$ cat src/rtl/router_pkg.sv
// Shared types and constants for the packet router control FSM.
package router_pkg;

  localparam int unsigned NUM_PORTS = 3;
  localparam int unsigned ADDR_W    = 2;
  localparam int unsigned STATE_W   = 3;

  localparam logic [ADDR_W-1:0] ADDR_INVALID = 2'b11;

  typedef enum logic [STATE_W-1:0] {
    DECODE_ADDRESS     = 3'd0,
    WAIT_TILL_EMPTY    = 3'd1,
    LOAD_FIRST_DATA    = 3'd2,
    LOAD_DATA          = 3'd3,
    FIFO_FULL_STATE    = 3'd4,
    LOAD_AFTER_FULL    = 3'd5,
    LOAD_PARITY        = 3'd6,
    CHECK_PARITY_ERROR = 3'd7
  } state_t;

  // Pick the per-port flag addressed by addr; the invalid address selects nothing.
  function automatic logic port_sel(input logic [NUM_PORTS-1:0] flags,
                                    input logic [ADDR_W-1:0]    addr);
    logic hit;
    hit = 1'b0;
    case (addr)
      2'd0:    hit = flags[0];
      2'd1:    hit = flags[1];
      2'd2:    hit = flags[2];
      default: hit = 1'b0;
    endcase
    return hit;
  endfunction

endpackage

$ cat src/rtl/router_fsm.sv
// Router input-side control FSM: header decode, FIFO load sequencing,
// full-FIFO stall handling and parity check, with per-port soft reset.
module router_fsm
  import router_pkg::*;
(
  input  logic              clock,
  input  logic              reset,
  input  logic              pkt_valid,
  input  logic [ADDR_W-1:0] data_in,
  input  logic              parity_done,
  input  logic              low_pkt_valid,
  input  logic              fifo_full,
  input  logic              fifo_empty_0,
  input  logic              fifo_empty_1,
  input  logic              fifo_empty_2,
  input  logic              soft_reset_0,
  input  logic              soft_reset_1,
  input  logic              soft_reset_2,
  output logic              detect_add,
  output logic              lfd_state,
  output logic              ld_state,
  output logic              laf_state,
  output logic              full_state,
  output logic              write_enb_reg,
  output logic              rst_int_reg,
  output logic              busy
);

  state_t              state;
  state_t              next_state;
  logic [ADDR_W-1:0]   addr_q;
  logic                addr_load;
  logic [NUM_PORTS-1:0] empty_vec;
  logic [NUM_PORTS-1:0] soft_vec;
  logic                hdr_valid;
  logic                hdr_empty;
  logic                cur_empty;
  logic                cur_soft;

  assign empty_vec = {fifo_empty_2, fifo_empty_1, fifo_empty_0};
  assign soft_vec  = {soft_reset_2, soft_reset_1, soft_reset_0};

  // State and latched destination address.
  always_ff @(posedge clock) begin
    if (reset) begin
      state  <= DECODE_ADDRESS;
      addr_q <= '0;
    end else begin
      state <= next_state;
      if (addr_load) begin
        addr_q <= data_in;
      end
    end
  end

  // Next-state logic; a soft reset on the active port aborts any packet in flight.
  always_comb begin
    next_state = state;
    addr_load  = 1'b0;
    hdr_valid  = pkt_valid && (data_in != ADDR_INVALID);
    hdr_empty  = port_sel(empty_vec, data_in);
    cur_empty  = port_sel(empty_vec, addr_q);
    cur_soft   = port_sel(soft_vec, addr_q);

    case (state)
      DECODE_ADDRESS: begin
        addr_load = hdr_valid;
        if (hdr_valid) begin
          next_state = hdr_empty ? LOAD_FIRST_DATA : WAIT_TILL_EMPTY;
        end
      end
      WAIT_TILL_EMPTY: begin
        if (cur_empty) begin
          next_state = LOAD_FIRST_DATA;
        end
      end
      LOAD_FIRST_DATA: next_state = LOAD_DATA;
      LOAD_DATA: begin
        if (fifo_full) begin
          next_state = FIFO_FULL_STATE;
        end else if (!pkt_valid) begin
          next_state = LOAD_PARITY;
        end
      end
      FIFO_FULL_STATE: begin
        if (!fifo_full) begin
          next_state = LOAD_AFTER_FULL;
        end
      end
      LOAD_AFTER_FULL: begin
        if (parity_done) begin
          next_state = DECODE_ADDRESS;
        end else if (low_pkt_valid) begin
          next_state = LOAD_PARITY;
        end else begin
          next_state = LOAD_DATA;
        end
      end
      LOAD_PARITY: next_state = CHECK_PARITY_ERROR;
      CHECK_PARITY_ERROR: begin
        next_state = fifo_full ? FIFO_FULL_STATE : DECODE_ADDRESS;
      end
      default: next_state = DECODE_ADDRESS;
    endcase

    if ((state != DECODE_ADDRESS) && cur_soft) begin
      next_state = DECODE_ADDRESS;
    end
  end

  // Moore output decodes of the current state.
  always_comb begin
    detect_add    = 1'b0;
    lfd_state     = 1'b0;
    ld_state      = 1'b0;
    laf_state     = 1'b0;
    full_state    = 1'b0;
    write_enb_reg = 1'b0;
    rst_int_reg   = 1'b0;
    busy          = 1'b1;
    case (state)
      DECODE_ADDRESS: begin
        detect_add = 1'b1;
        busy       = 1'b0;
      end
      WAIT_TILL_EMPTY: ;
      LOAD_FIRST_DATA: lfd_state = 1'b1;
      LOAD_DATA: begin
        ld_state      = 1'b1;
        write_enb_reg = 1'b1;
        busy          = 1'b0;
      end
      FIFO_FULL_STATE: full_state = 1'b1;
      LOAD_AFTER_FULL: begin
        laf_state     = 1'b1;
        write_enb_reg = 1'b1;
      end
      LOAD_PARITY: write_enb_reg = 1'b1;
      CHECK_PARITY_ERROR: rst_int_reg = 1'b1;
      default: begin
        detect_add = 1'b1;
        busy       = 1'b0;
      end
    endcase
  end

endmodule

$ cat config.mk
export PLATFORM = sky130hd
export DESIGN_NAME = router_fsm
export DESIGN_NICKNAME = d
export VERILOG_FILES = /design/src/rtl/router_pkg.sv /design/src/rtl/router_fsm.sv
export SDC_FILE = /design/constraint.sdc
export NUM_CORES = 1
export LEC_CHECK = 0
export CAP_MARGIN = 20
export CORE_AREA = 2 2 39 41
export CTS_BUF_LIST = sky130_fd_sc_hd__clkbuf_16
export CTS_CLUSTER_SIZE = 20
export DETAILED_ROUTE_END_ITERATION = 16
export DIE_AREA = 0 0 41 43
export PLACE_DENSITY_LB_ADDON = 0.3
export SYNTH_ARGS = -nofsm -noshare
export SYNTH_HDL_FRONTEND = slang
export SYNTH_SLANG_ARGS = --single-unit
$ cat constraint.sdc
create_clock -name clock -period 1.8 [get_ports clock]
set_input_delay 0.45 -clock clock [delete_from_list [all_inputs] [get_ports clock]]
set_output_delay 0.45 -clock clock [all_outputs]
set_load 0.03 [all_outputs]
### After elaboration in Yosys (flattened, before gate mapping)

Cells that the tools add are included.

| word-level totals | value |
|---|---|
| bits in registers | 5 |
| input bits | 14 |
| output and inout port bits | 8 |
| word-level logic and storage cells | 50 |

| cells by class | value |
|---|---|
| eq/ne operators | 16 |
| mux-type cells | 22 |
| reductions and logical operators | 10 |

Operator list:

| kind | count |
|---|---|
| 2-to-1 mux 3 bit | 8 |
| one-hot mux 3 bit (8 select lines) | 1 |
| equality test 3 bit, second input constant | 4 |
| 2-to-1 mux 1 bit | 9 |
| one-hot mux 1 bit (3 select lines) | 3 |
| inequality test 2 bit, second input constant | 4 |
| equality test 3 x 2 -> 1 bit, second input constant | 2 |
| equality test 2 x 1 -> 1 bit, second input constant | 2 |
| equality test 2 bit, second input constant | 2 |
| zero test 2 bit | 2 |
| AND reduction 4 bit | 1 |
| OR reduction 2 bit | 2 |
| equality test 3 x 1 -> 1 bit, second input constant | 1 |
| zero test 3 bit | 1 |
| inequality test 3 bit, second input constant | 1 |
| nonzero test 3 bit | 1 |
| OR reduction 3 bit | 1 |
| logical AND 1 bit | 2 |
| 2-to-1 mux 2 bit | 1 |

### Depth between registers and ports, before layout

| depth | value |
|---|---|
| depth after elaboration | 5 |
| gate-level depth with buffers | 6 |
| depth with buffers taken out | 5 |

### Least setup slack after synthesis

No wires, ideal clock.

| timing path | value |
|---|---|
| path kind | register to output |
| from | reg state[0] |
| to | out busy |
| arrival | 1.473 ns |
| required time | 1.350 ns |
| path slack | -0.123 ns |
| stages on the path, launching flop included | 5 |
| buffers on the path | 1 |
| path through | dfxtp_1 clkbuf_1 nand2_1 nor2_1 nor2_1 |

| on the way | value |
|---|---|
| cells in the longest elaborated chain, start to end | 3 |
| elaborated cells on any way between the ends | 4 |
| those cells by class | eq/ne: 1; mux: 1; reduce/logical: 2 |

Ends and longest elaborated chain:

| element | line | source |
|---|---|---|
| start, declared | router_fsm.sv:29 | `state_t state;` |
| start signal, assigned | router_fsm.sv:49 | `state <= next_state;` |
| equality test 3 x 2 -> 1 bit / zero test 3 bit (equally long branches) | router_fsm.sv:121 | `case (state)` |
| OR reduction 2 bit (no line) * | -- |  |
| 2-to-1 mux 1 bit * | router_fsm.sv:121 |  |
| end, declared | router_fsm.sv:26 | `output logic busy` |

Every way passes the cells marked *; elsewhere a longest branch is shown, timed or not.

### Worst setup path after layout

| timing path | value |
|---|---|
| from | in fifo_empty_1 |
| to | reg state[0] |

| on the way | value |
|---|---|
| cells in the longest elaborated chain, start to end | 4 |
| elaborated cells on any way between the ends | 7 |
| those cells by class | eq/ne: 1; mux: 5; reduce/logical: 1 |

Ends and longest elaborated chain:

| element | line | source |
|---|---|---|
| start, declared | router_fsm.sv:14 | `input logic fifo_empty_1,` |
| one-hot mux 1 bit (3 select lines) | router_pkg.sv:26 | `case (addr)` |
| 2-to-1 mux 2 bit | router_fsm.sv:69 | `next_state = hdr_empty ? LOAD_FIRST_DATA : WAIT_TILL_EMPTY;` |
| 2-to-1 mux 3 bit | router_fsm.sv:68 | `if (hdr_valid) begin` |
| one-hot mux 3 bit (8 select lines) | router_fsm.sv:65 | `case (state)` |

Parallel ways exist; a longest one is shown, timed or not. The select of a mux whose other input is x is not followed.
A chain may end at the register's enable or synchronous reset.

==> reports/metrics.yaml <==
dpl-instance-area_sq_um: 668
core_area_sq_um: 1380
gp_congestion: 0.718
wl_met1_um: 560
cts_root_buf: "clkbuf_16"
grt_pass1_vias: 442
cts_buffers: 3
hp-start: "addr_q[0]$_SDFFE_PP0P_"
pin_count: 22
r2r-start: "addr_q[1]$_SDFFE_PP0P_"
cts_hold_buf: 0
routed.top_layer: "met4"
fin_area_sq_um: 773
r2r_slack_ns: 0.20
overflow: 0
slew_viol_final: 0
htreeDepth: 1
start_util_pct: 31.6
dieWidth_um: 41
cap_viol_max_count: 0
routed_wirelength_um: 1260
yosys_register_bits: 5
setup_ws_ns: 0.0561
tightest_slew_ns: 0.270
slew_headroom_pct: 81.8
syn_to_final_growth_pct: 76.6
fin_cells: 102
met2WireLength_um: 615
netlist.area_leader.share_pct: 22.9
fin_tns_setup_ns: 0
routed_via_density: 5.13
fill_cells: 127
synth_cell_types: 27
die_y_um: 43
crit_fanout: 2
io_buffers: 21
power.density_nw_per_um2: 1490
grt_util_all_layers_pct: 14.7
dieArea_sq_um: 1760
cts_tree: "done"
num_rows: 14
hold_violations: 0
grt_max_degree: 13
place_ws_ns: -0.180
final_common_cell: "buf_4"
ys_seq_area_share_pct: 22.9
clkLatencyLatePin_ns: 0.22
synthAdderAreaFrac_pct: 0
finalCritPeriodShare_pct: 96.9
layout.nets: 101
drt_pre_antenna_iters: 4
yosys.area.top_type: "dfxtp_1"
worstSetupStartpoint: "fifo_empty_1"
criticalPathCategory: "input port to register"
arrival_ns: 1.86
min_period_ns: 1.74
synthCells: 59
synth_nets: 73
post-place-cells: 98
diodes: 0
status: "finished, final reports clean"
max-vdd-ir-drop_mv: 0.994
synth.avg_cell_area_sq_um: 7.42
hp-class: "register to register"
clock_skew_ns: 0.00147
yosys-top-cells-area: "dfxtp_1, mux2i_1, nor3_1, nor2_1, a21oi_1"
grt_first_pass_wirelength_um: 1770
synth_compound_area_share_pct: 30.9
holdWs_ns: 0.538
synth_warnings: 0
drive_gt1_share_pct: 30.2
synth_mux_area_share_pct: 6.86
hpwl_um: 883
netlist_area_sq_um: 438
utilization_pct: 55.9
clk_path_buf_depth: 2
postCtsSetupBuffers: 0
clkTransAtPathRegs_ns: 0.03
setup_viol: 0
avgRoutedWirePerCell_um: 12.4
fmax_mhz: 573
clock-sinks: 5
drc_errors: 0
synth-xor-area-share_pct: 2.00
start_kind: "input port"
wl_met3_um: 56
required_ns: 1.92
end_kind: "register"
synth_top_family_by_area: "compound AO/OA/AOI/OAI gates"
grt_antenna_before_repair: 0
leakagePower_nw: 0.353
layout_common_cells: "buf_4, clkdlybuf4s50_1, nor2_1"
yosys.area_share.simple_pct: 28.3
num_vias: 523
dr.first_iter.drc_count: 12
finalPower_mw: 1.16
ant_nets: 0
cell usage after synthesis:
cell type / count
buf_6: 1
a32o_1: 1
nand4b_1: 1
o311a_2: 1
nor2_1: 8
and2_1: 1
a21oi_1: 4
a31oi_1: 1
nand2_1: 4
a2111o_1: 1
inv_1: 4
nand3b_1: 2
or3_4: 1
mux2i_1: 3
dfxtp_1: 5
clkbuf_1: 1
a21o_2: 2
a2111oi_2: 1
nor3_1: 6
o31a_1: 1
xor2_1: 1
nor3b_1: 1
o21a_1: 1
buf_2: 1
o21ai_0: 4
clkinv_2: 1
a211oi_1: 1
area by class of cell:
| type | instances | area, sq um | area share (%) |
|---|---|---|---|
| Timing Repair Buffer | 26 | 238 | 30.7 |
| Clock buffer | 3 | 75.1 | 9.71 |
| Sequential cell | 5 | 104 | 13.4 |
| Clock inverter | 1 | 3.75 | 0.485 |
| Multi-Input combinational cell | 46 | 313 | 40.5 |
| Inverter | 5 | 20.0 | 2.59 |
| Tap cell | 16 | 20.0 | 2.59 |
what timing repair did:
action | CTS | global route
gates resized for setup | 0 | 9
endpoints found under the hold margin | 0 | 0
endpoints found under the setup margin | 0 | 6
power breakdown:
group	total (mW)	switching, mW	internal [mW]
registers	0.227	0.0791	0.148
clock network	0.354	0.0670	0.287
logic	0.574	0.319	0.255
total	1.16	0.465	0.690
critical path, cell delays in order:
cell,delay (ns)
clkdlybuf4s50_1,0.45
nand3b_1,0.10
o21ai_1,0.08
a2111o_1,0.42
a2111oi_4,0.36
flip-flops by register name, indices dropped and copies added (netlist names):
name / flops
state: 3
addr_q: 2
routing by layer:
metal,up-vias,GRT usage [%]
li1,268,-
met1,236,21.0
met2,15,19.7
met3,4,1.57
met4,0,10.0
met5,-,0
logic make-up after synthesis:
| logic type | after synthesis |
|---|---|
| xor gates and xnor gates | 1 |
| buffers and inverters | 8 |
| AOI/OAI and AO/OA | 18 |
| muxes | 3 |
| DFF | 5 |
| and+or+nand+nor | 24 |
worst paths after layout:
path                                          endpoint  cells past startpoint
worst max register to register   state[0]$_SDFFE_PP0P_                      4
worst min register to register  addr_q[0]$_SDFFE_PP0P_                      2
worst min-delay path            addr_q[0]$_SDFFE_PP0P_                      2
worst max-delay path             state[0]$_SDFFE_PP0P_                      5
No activity file was read; power rests on OpenSTA's default activity.
